[src/rtl/airi5c_uart_tx_arbiter.sv]
// airi5c_uart_tx_arbiter: round-robin AHB-Lite master sharing one airi5c_uart TX path.
// Define UART_ARB_PACKET_EN to hold a grant on one requester until its req_last byte.
module airi5c_uart_tx_arbiter #(
  parameter logic [31:0] BASE_ADDR = 32'h0000_0000,
  parameter int          NUM_REQ   = 4,
  parameter int          TX_DEPTH  = 32
) (
  input  logic                 clk,
  input  logic                 n_reset,
  input  logic [NUM_REQ-1:0]   req_valid,
  input  logic [8*NUM_REQ-1:0] req_data,
  input  logic [NUM_REQ-1:0]   req_last,
  output logic [NUM_REQ-1:0]   req_ready,
  output logic [31:0]          haddr,
  output logic                 hwrite,
  output logic [1:0]           htrans,
  output logic [31:0]          hwdata,
  input  logic [31:0]          hrdata,
  input  logic                 hready,
  input  logic                 hresp,
  output logic [2:0]           grant_id,
  output logic                 busy,
  output logic                 err,
  input  logic                 err_clr
);
  // state    | meaning
  // IDLE     | nothing to send, or halted by sticky err
  // POLL_A   | TX_STAT read address phase
  // POLL_D   | TX_STAT read data phase, reload credit
  // ARB      | round-robin pick, latch byte, pulse req_ready
  // WR_A     | DATA write address phase
  // WR_D     | DATA write data phase, consume one credit

  localparam int          CW        = $clog2(TX_DEPTH + 1);
  localparam logic [31:0] STAT_ADDR = BASE_ADDR + 32'd16;
  localparam logic [1:0]  HT_IDLE   = 2'd0;
  localparam logic [1:0]  HT_NONSEQ = 2'd2;

  typedef enum logic [2:0] {
    ST_IDLE, ST_POLL_A, ST_POLL_D, ST_ARB, ST_WR_A, ST_WR_D
  } state_t;

  state_t        state;
  logic [2:0]    rr_ptr;
  logic [CW-1:0] credit;
  logic [CW-1:0] credit_dec;
  logic [CW-1:0] poll_credit;
  logic          pick_found;
  logic [2:0]    pick_idx;
  logic [7:0]    pick_data;
  logic          pick_last;
  logic [2:0]    rr_next;
  logic [7:0]    valid8;
  logic [7:0]    last8;
  logic [63:0]   data64;
  logic          unused_bits;
`ifdef UART_ARB_PACKET_EN
  logic          locked;
  logic [2:0]    lock_id;
`endif

  assign busy        = (state != ST_IDLE);
  assign credit_dec  = credit - CW'(1);
  assign rr_next     = (pick_idx == 3'(NUM_REQ - 1)) ? 3'd0 : pick_idx + 3'd1;
  assign unused_bits = ^{hrdata[31:8], pick_last};

  // Free FIFO slots from the fill level; an over-full report yields no credit.
  always_comb begin
    int room;
    room = TX_DEPTH - int'(hrdata[7:0]);
    poll_credit = (room > 0) ? CW'(room) : '0;
  end

  always_comb begin
    logic [3:0] sum;
    logic [2:0] j3;
    sum        = '0;
    j3         = '0;
    valid8     = 8'(req_valid);
    last8      = 8'(req_last);
    data64     = 64'(req_data);
    pick_found = 1'b0;
    pick_idx   = 3'd0;
    for (int k = 0; k < NUM_REQ; k++) begin
      sum = {1'b0, rr_ptr} + 4'(k);
      if (sum >= 4'(NUM_REQ)) sum = sum - 4'(NUM_REQ);
      j3 = sum[2:0];
      if (!pick_found && valid8[j3]) begin
        pick_found = 1'b1;
        pick_idx   = j3;
      end
    end
`ifdef UART_ARB_PACKET_EN
    if (locked) begin
      pick_found = valid8[lock_id];
      pick_idx   = lock_id;
    end
`endif
    pick_data = data64[{pick_idx, 3'b000} +: 8];
    pick_last = last8[pick_idx];
  end

  always_ff @(posedge clk or negedge n_reset) begin
    if (!n_reset) begin
      state     <= ST_IDLE;
      rr_ptr    <= 3'd0;
      credit    <= '0;
      req_ready <= '0;
      haddr     <= 32'd0;
      hwrite    <= 1'b0;
      htrans    <= HT_IDLE;
      hwdata    <= 32'd0;
      grant_id  <= 3'd0;
      err       <= 1'b0;
`ifdef UART_ARB_PACKET_EN
      locked    <= 1'b0;
      lock_id   <= 3'd0;
`endif
    end else begin
      req_ready <= '0;
      htrans    <= HT_IDLE;
      if (err_clr) err <= 1'b0;
      case (state)
        ST_IDLE: begin
          if (!err && |req_valid) begin
            if (credit == '0) begin
              state  <= ST_POLL_A;
              haddr  <= STAT_ADDR;
              hwrite <= 1'b0;
              htrans <= HT_NONSEQ;
            end else begin
              state <= ST_ARB;
            end
          end
        end
        ST_POLL_A: state <= ST_POLL_D;
        ST_POLL_D: begin
          // Error response wins over err_clr and drops any remaining credit.
          if (hresp) begin
            err    <= 1'b1;
            credit <= '0;
            state  <= ST_IDLE;
`ifdef UART_ARB_PACKET_EN
            locked <= 1'b0;
`endif
          end else if (hready) begin
            credit <= poll_credit;
            if (poll_credit != '0) begin
              state <= ST_ARB;
            end else begin
              state  <= ST_POLL_A;
              haddr  <= STAT_ADDR;
              hwrite <= 1'b0;
              htrans <= HT_NONSEQ;
            end
          end
        end
        ST_ARB: begin
          if (pick_found) begin
            req_ready <= NUM_REQ'(8'b1 << pick_idx);
            grant_id  <= pick_idx;
            hwdata    <= {24'b0, pick_data};
            haddr     <= BASE_ADDR;
            hwrite    <= 1'b1;
            htrans    <= HT_NONSEQ;
            state     <= ST_WR_A;
`ifdef UART_ARB_PACKET_EN
            locked    <= !pick_last;
            lock_id   <= pick_idx;
            if (pick_last) rr_ptr <= rr_next;
`else
            rr_ptr    <= rr_next;
`endif
          end else begin
`ifdef UART_ARB_PACKET_EN
            if (!locked) state <= ST_IDLE;
`else
            state <= ST_IDLE;
`endif
          end
        end
        ST_WR_A: state <= ST_WR_D;
        ST_WR_D: begin
          if (hresp) begin
            err    <= 1'b1;
            credit <= '0;
            state  <= ST_IDLE;
`ifdef UART_ARB_PACKET_EN
            locked <= 1'b0;
`endif
          end else if (hready) begin
            credit <= credit_dec;
            if (credit_dec != '0) begin
              state <= ST_ARB;
            end else if (|req_valid) begin
              state  <= ST_POLL_A;
              haddr  <= STAT_ADDR;
              hwrite <= 1'b0;
              htrans <= HT_NONSEQ;
            end else begin
              state <= ST_IDLE;
            end
          end
        end
        default: state <= ST_IDLE;
      endcase
    end
  end
endmodule

[config.mk]
export PLATFORM = sky130hd
export DESIGN_NAME = airi5c_uart_tx_arbiter
export DESIGN_NICKNAME = d
export VERILOG_FILES = /design/src/rtl/airi5c_uart_tx_arbiter.sv
export SDC_FILE = /design/constraint.sdc
export NUM_CORES = 1
export LEC_CHECK = 0
export ABC_AREA = 1
export CORE_MARGIN = 2
export CORE_UTILIZATION = 41
export CTS_BUF_LIST = sky130_fd_sc_hd__clkbuf_4 sky130_fd_sc_hd__clkbuf_8
export CTS_CLUSTER_DIAMETER = 60
export DETAILED_ROUTE_END_ITERATION = 16
export PLACE_DENSITY = 0.81
export REMOVE_ABC_BUFFERS = 1
export SYNTH_ARGS = -nofsm -noshare
export SYNTH_HDL_FRONTEND = slang
export SYNTH_SLANG_ARGS = --single-unit
[constraint.sdc]
create_clock -name clk -period 2.7 [get_ports clk]
set_input_delay 0.54 -clock clk [delete_from_list [all_inputs] [get_ports clk]]
set_output_delay 0.54 -clock clk [all_outputs]
set_load 0.01 [all_outputs]
======== After elaboration in Yosys (flattened, before gate mapping) ========
Index checks and enable logic that the tools add are counted.
word-level totals
  register bits ........................... 63
  bits of input ports ..................... 77
  output and inout bits ................... 76
  logic and storage cells ................. 146
operators by class
  add/subtract/negate cells ............... 10
  magnitude comparators ................... 9
  eq/ne operators ......................... 18
  shifts and indexed selects .............. 2
  multiplexer cells ....................... 76
  reductions and logical operators ........ 21
operator list
  kind                 number
  $mux 32              10
  $pmux 32 s4          1
  $shiftx 64x7->8      1
  $mux 3               15
  $mux 6               5
  $mux 2               13
  $mux 1               22
  $ne 2x2->1 const B   10
  $pmux 3 s6           1
  $lt 3x4->1 const B   4
  $bmux 1 s3           4
  $ge 4x3->1 const B   3
  $pmux 6 s2           1
  $reduce_bool 6->1    2
  $sub 3x3->3 const B  4
  $reduce_and 11->1    1
  $eq 3x2->1 const B   3
  $gt 9x1->1 const B   1
  $sub 6x8->9 const A  1
  $add 3x2->4 const B  2
  $mux 4               2
  $pmux 2 s4           1
  $eq 3x3->1 const B   2
  $logic_not 6->1      1
  other kinds (18)     26

======== Depth between registers and ports, before layout ========
  depth in word-level cells ............... 17
  mapped depth ............................ 17
  depth with buffers taken out ............ 15

======== Least setup slack after synthesis ========
OpenSTA, ideal clock, no wires.
  kind .................................... register -> register
  start point ............................. register rr_ptr[0]
  end point ............................... register rr_ptr[1]
  setup time .............................. 0.083 ns
  data arrival time ....................... 2.164 ns
  slack ................................... 0.454 ns
  stages on the path, launching flop included .. 15
  clock period less this slack ............ 2.246 ns
  cell sequence ........................... dfrtp_1 buf_6 inv_6 ha_1 inv_1 nand3_2 nand3_2 nand2_2 nor2_4 nand3_2 nand2_4 buf_4 inv_1 ha_1 o21ai_0
between the ends
  cells in the longest elaborated chain, start to end .. 16
ends and longest elaborated chain
  element                                               RTL line  text
  start, declared                                       44        logic [2:0] rr_ptr;
  start signal, assigned                                172       rr_ptr <= rr_next;
  branches (longest 13 deep; another with $add 3x1->4)  --
  $mux 3 *                                              88        if (!pick_found && valid8[j3]) begin
  via pick_idx[0]                                       49        logic [2:0] pick_idx;
  $add 3x1->3 / $eq 3x2->1 (equally long branches)      64        assign rr_next = (pick_idx == 3'(NUM_REQ - 1)) ? 3'd0 : pick_idx + 3'd1;
  $mux 3 *                                              64
Mark *: on every way through the listed nets, which the timed path passes. The select of a mux whose other input is x is not followed.
A chain may end at the register's enable or synchronous reset.

======== Worst setup path after layout ========
  start point ............................. register rr_ptr[0]
  end point ............................... register hwdata[6]
between the ends
  cells in the longest elaborated chain, start to end .. 15
ends and longest elaborated chain
  element                                               RTL line  text
  branches (longest 15 deep; another with $add 3x1->4)  --
  end signal, assigned                                  162       hwdata <= {24'b0, pick_data};
  end, declared                                         17        output logic [31:0] hwdata,
Several ways; the timed one is not identified. The select of a mux whose other input is x is not followed.

==> impl_metrics.tcl <==
set metrics [dict create \
    fill_cells 654 \
    num_antenna_cells 0 \
    num_rows 30 \
    synth_top_cell_area_share_pct 26.90 \
    cts_buffer_depth 2 \
    run_status "finished, final reports clean" \
    gp_congestion 0.8548 \
    htree_levels 2 \
    route.detailed.drc 0 \
    antenna_found_initial 0 \
    grt_max_degree 32 \
    fin_crit_ns 2.506 \
    setup_tns_ns 0 \
    wirelength_mm 6.234 \
    ys.flop_type "dfrtp_1" \
    clock.fmax_mhz 399.0 \
    synthCells 418 \
    worstPathCellList "inv_6, ha_1, inv_1, nand3_2, inv_2, nor2_2, nand3_1, nand2_2, nor2_4, nand2_4, buf_4, or2_1, nand3_1, nand3_1" \
    synth.yosys.seq_area_share_pct 26.90 \
    drt_iter0_drc 141 \
    max_stage_delay_ns 0.57 \
    max-cap-violations 0 \
    cts_setup_buffers 0 \
    skew_ns 0.003635 \
    multi_input_area_mm2 0.001590 \
    grt_usage_pct 16.66 \
    async_flop_share_pct 100.0 \
    dr_total_vias 2638 \
    dieArea_mm2 0.007721 \
    min_path_type "reg -> reg" \
    port_buffers 68 \
    r2r_cells 14 \
    hold_viol 0 \
    cts_buffers 5 \
    setup_viol 0 \
    netlist-cell-type-count 33 \
    grt_first_pass_wirelength_mm 10.38 \
    start_util_pct 42.45 \
    yosys.area.top_type "dfrtp_1" \
    worst_setup_path_start_kind "flip-flop" \
    dp_hpwl_mm 5.065 \
    antenna_left 0 \
    leakage_nw 1.829 \
    cts_resized 0 \
    layout-drive-gt1-share_pct 9.939 \
    syn_area_per_cell_um2 6.900 \
    cts_tree "done" \
    io_pins 153 \
    core-area_mm2 0.006794 \
    wl_per_cell_um 10.58 \
    rrSetupSlack_ns 0.19 \
    cp_max_fo 17 \
    end_kind "flip-flop" \
    rsz0062_at_grt "false" \
    pwr_density_cell_mw_per_mm2 1028 \
    yosys-top-cells-area "dfrtp_1 27%, buf_4 15%, nand2_1 12%" \
    yosysMostFrequentCell "nand2_1" \
    die_y_um 87.87 \
    synth-seq-cells 31 \
    cts_root_buf "clkbuf_8" \
    min_period_over_period_pct 92.82 \
    routed_via_density 4.479 \
    required_ns 2.85 \
    seq_area_um2 775.7 \
    critPathKind "reg -> reg" \
    overflow 0 \
    path_clk_slew_ns 0.07 \
    arrival_ns 2.66 \
    fin_cells 589 \
    first_pass_iters 4 \
    syn_area_mm2 0.002884 \
    clk_latency_ns 0.28 \
    hold_buffers 0 \
    crit_top_cell "nand3_1" \
    place_inst 582 \
    drv_slew 0 \
    peakVddDrop_uv 328.7 \
    area_growth_pct 23.25 \
    clock-sinks 31 \
    die_w_um 87.87 \
    holdPathStages 2 \
    ys_warn_count 0 \
    synth_common_cells "91 x nand2_1, 58 x buf_4, 58 x inv_1" \
    slowest_stage "dfrtp_1" \
    grt_pass1_vias 2514 \
    fin_nets 579 \
    synth_edf_count 0 \
]
[cell type report]
type                            instances  area share (%)
Multi-Input combinational cell        317           44.74
Timing Repair Buffer                   76           20.84
Clock buffer                            6           2.323
Tap cell                               96           3.379
Sequential cell                        31           21.82
Clock inverter                          1          0.1408
Inverter                               62           6.758
[through the flow]
| step | util, % | hold WS (ns) | power (mW) | cell area, um^2 | setup WS, ns |
|---|---|---|---|---|---|
| after global placement | 51.03 | 0.4805 | 3.217 | 3467 | 0.1541 |
| after CTS | 52.32 | 0.5025 | 3.688 | 3555 | 0.1747 |
| after global routing | 52.32 | 0.5369 | 4.056 | 3555 | 0.01406 |
| after floorplan | - | 0.2444 | 2.485 | 2606 | 0.3915 |
| final | 52.32 | 0.4988 | 3.653 | 3555 | 0.1940 |
| after detailed placement | 51.03 | 0.4866 | 3.301 | 3467 | 0.07767 |
[worst paths after layout]
path	from	to
min in group asynchronous	n_reset	grant_id[2]
max in group asynchronous	n_reset	hwdata[1]
min reg2reg	hwdata[1]	hwdata[1]
min	hwdata[1]	hwdata[1]
max	rr_ptr[0]	hwdata[6]
max reg2reg	rr_ptr[0]	hwdata[6]
[power by group]
group	switching (mW)	internal [mW]	total, mW
sequential	0.127	0.658	0.785
combinational	1.50	0.996	2.50
clock	0.167	0.200	0.367
[worst max-delay path, delay by kind of cell, from the launching register on]
kind | cells | cell delay (ns)
buf+inv | 4 | 0.47
flops | 1 | 0.57
fa+ha+maj | 1 | 0.38
simple gates | 9 | 0.94
[layer usage]
metal / global-route usage, % / wire [um]
met5: 0 / 0
met4: 5.035 / 63
met3: 2.074 / 287
met2: 31.20 / 3262
met1: 19.71 / 2620
[flip-flops by register name, indices dropped and copies added, names as in the netlist]
name and flops:
hwdata 8, credit 6, grant_id 3, state 3, htrans 1, rr_ptr 3, err 1, hwrite 1
haddr 1, req_ready 4
[placed cells by master, fill, tap and decap left out, types with 2 or more instances in the layout]
master	instances
nand2_4	3
inv_2	2
a21oi_1	2
nand2_1	91
ha_1	9
or2_1	11
nand3_1	53
o211ai_1	4
or2_2	3
nor2_4	5
clkdlybuf4s50_1	68
xor2_1	3
nor2_2	2
xnor2_1	2
nand4_1	3
o21ai_1	2
buf_4	8
o21ai_0	14
dfrtp_1	31
nand2_2	10
inv_1	58
nand3_2	6
nor2_1	29
conb_1	56
clkbuf_8	6
nor3_1	4
[cell families (layout without fill, tap and decap cells)]
group	Yosys count	in the layout	synth area share [%]
buffers and inverters	125	145	25.12
adder cells (fa/ha/maj)	9	9	3.905
AND/OR/NAND/NOR	220	220	37.01
XOR/XNOR	5	5	1.519
AO/OA/AOI/OAI	27	27	5.424
other	1	56	0.1300
flip-flops	31	31	26.90
(Power assumes the default switching activity.)
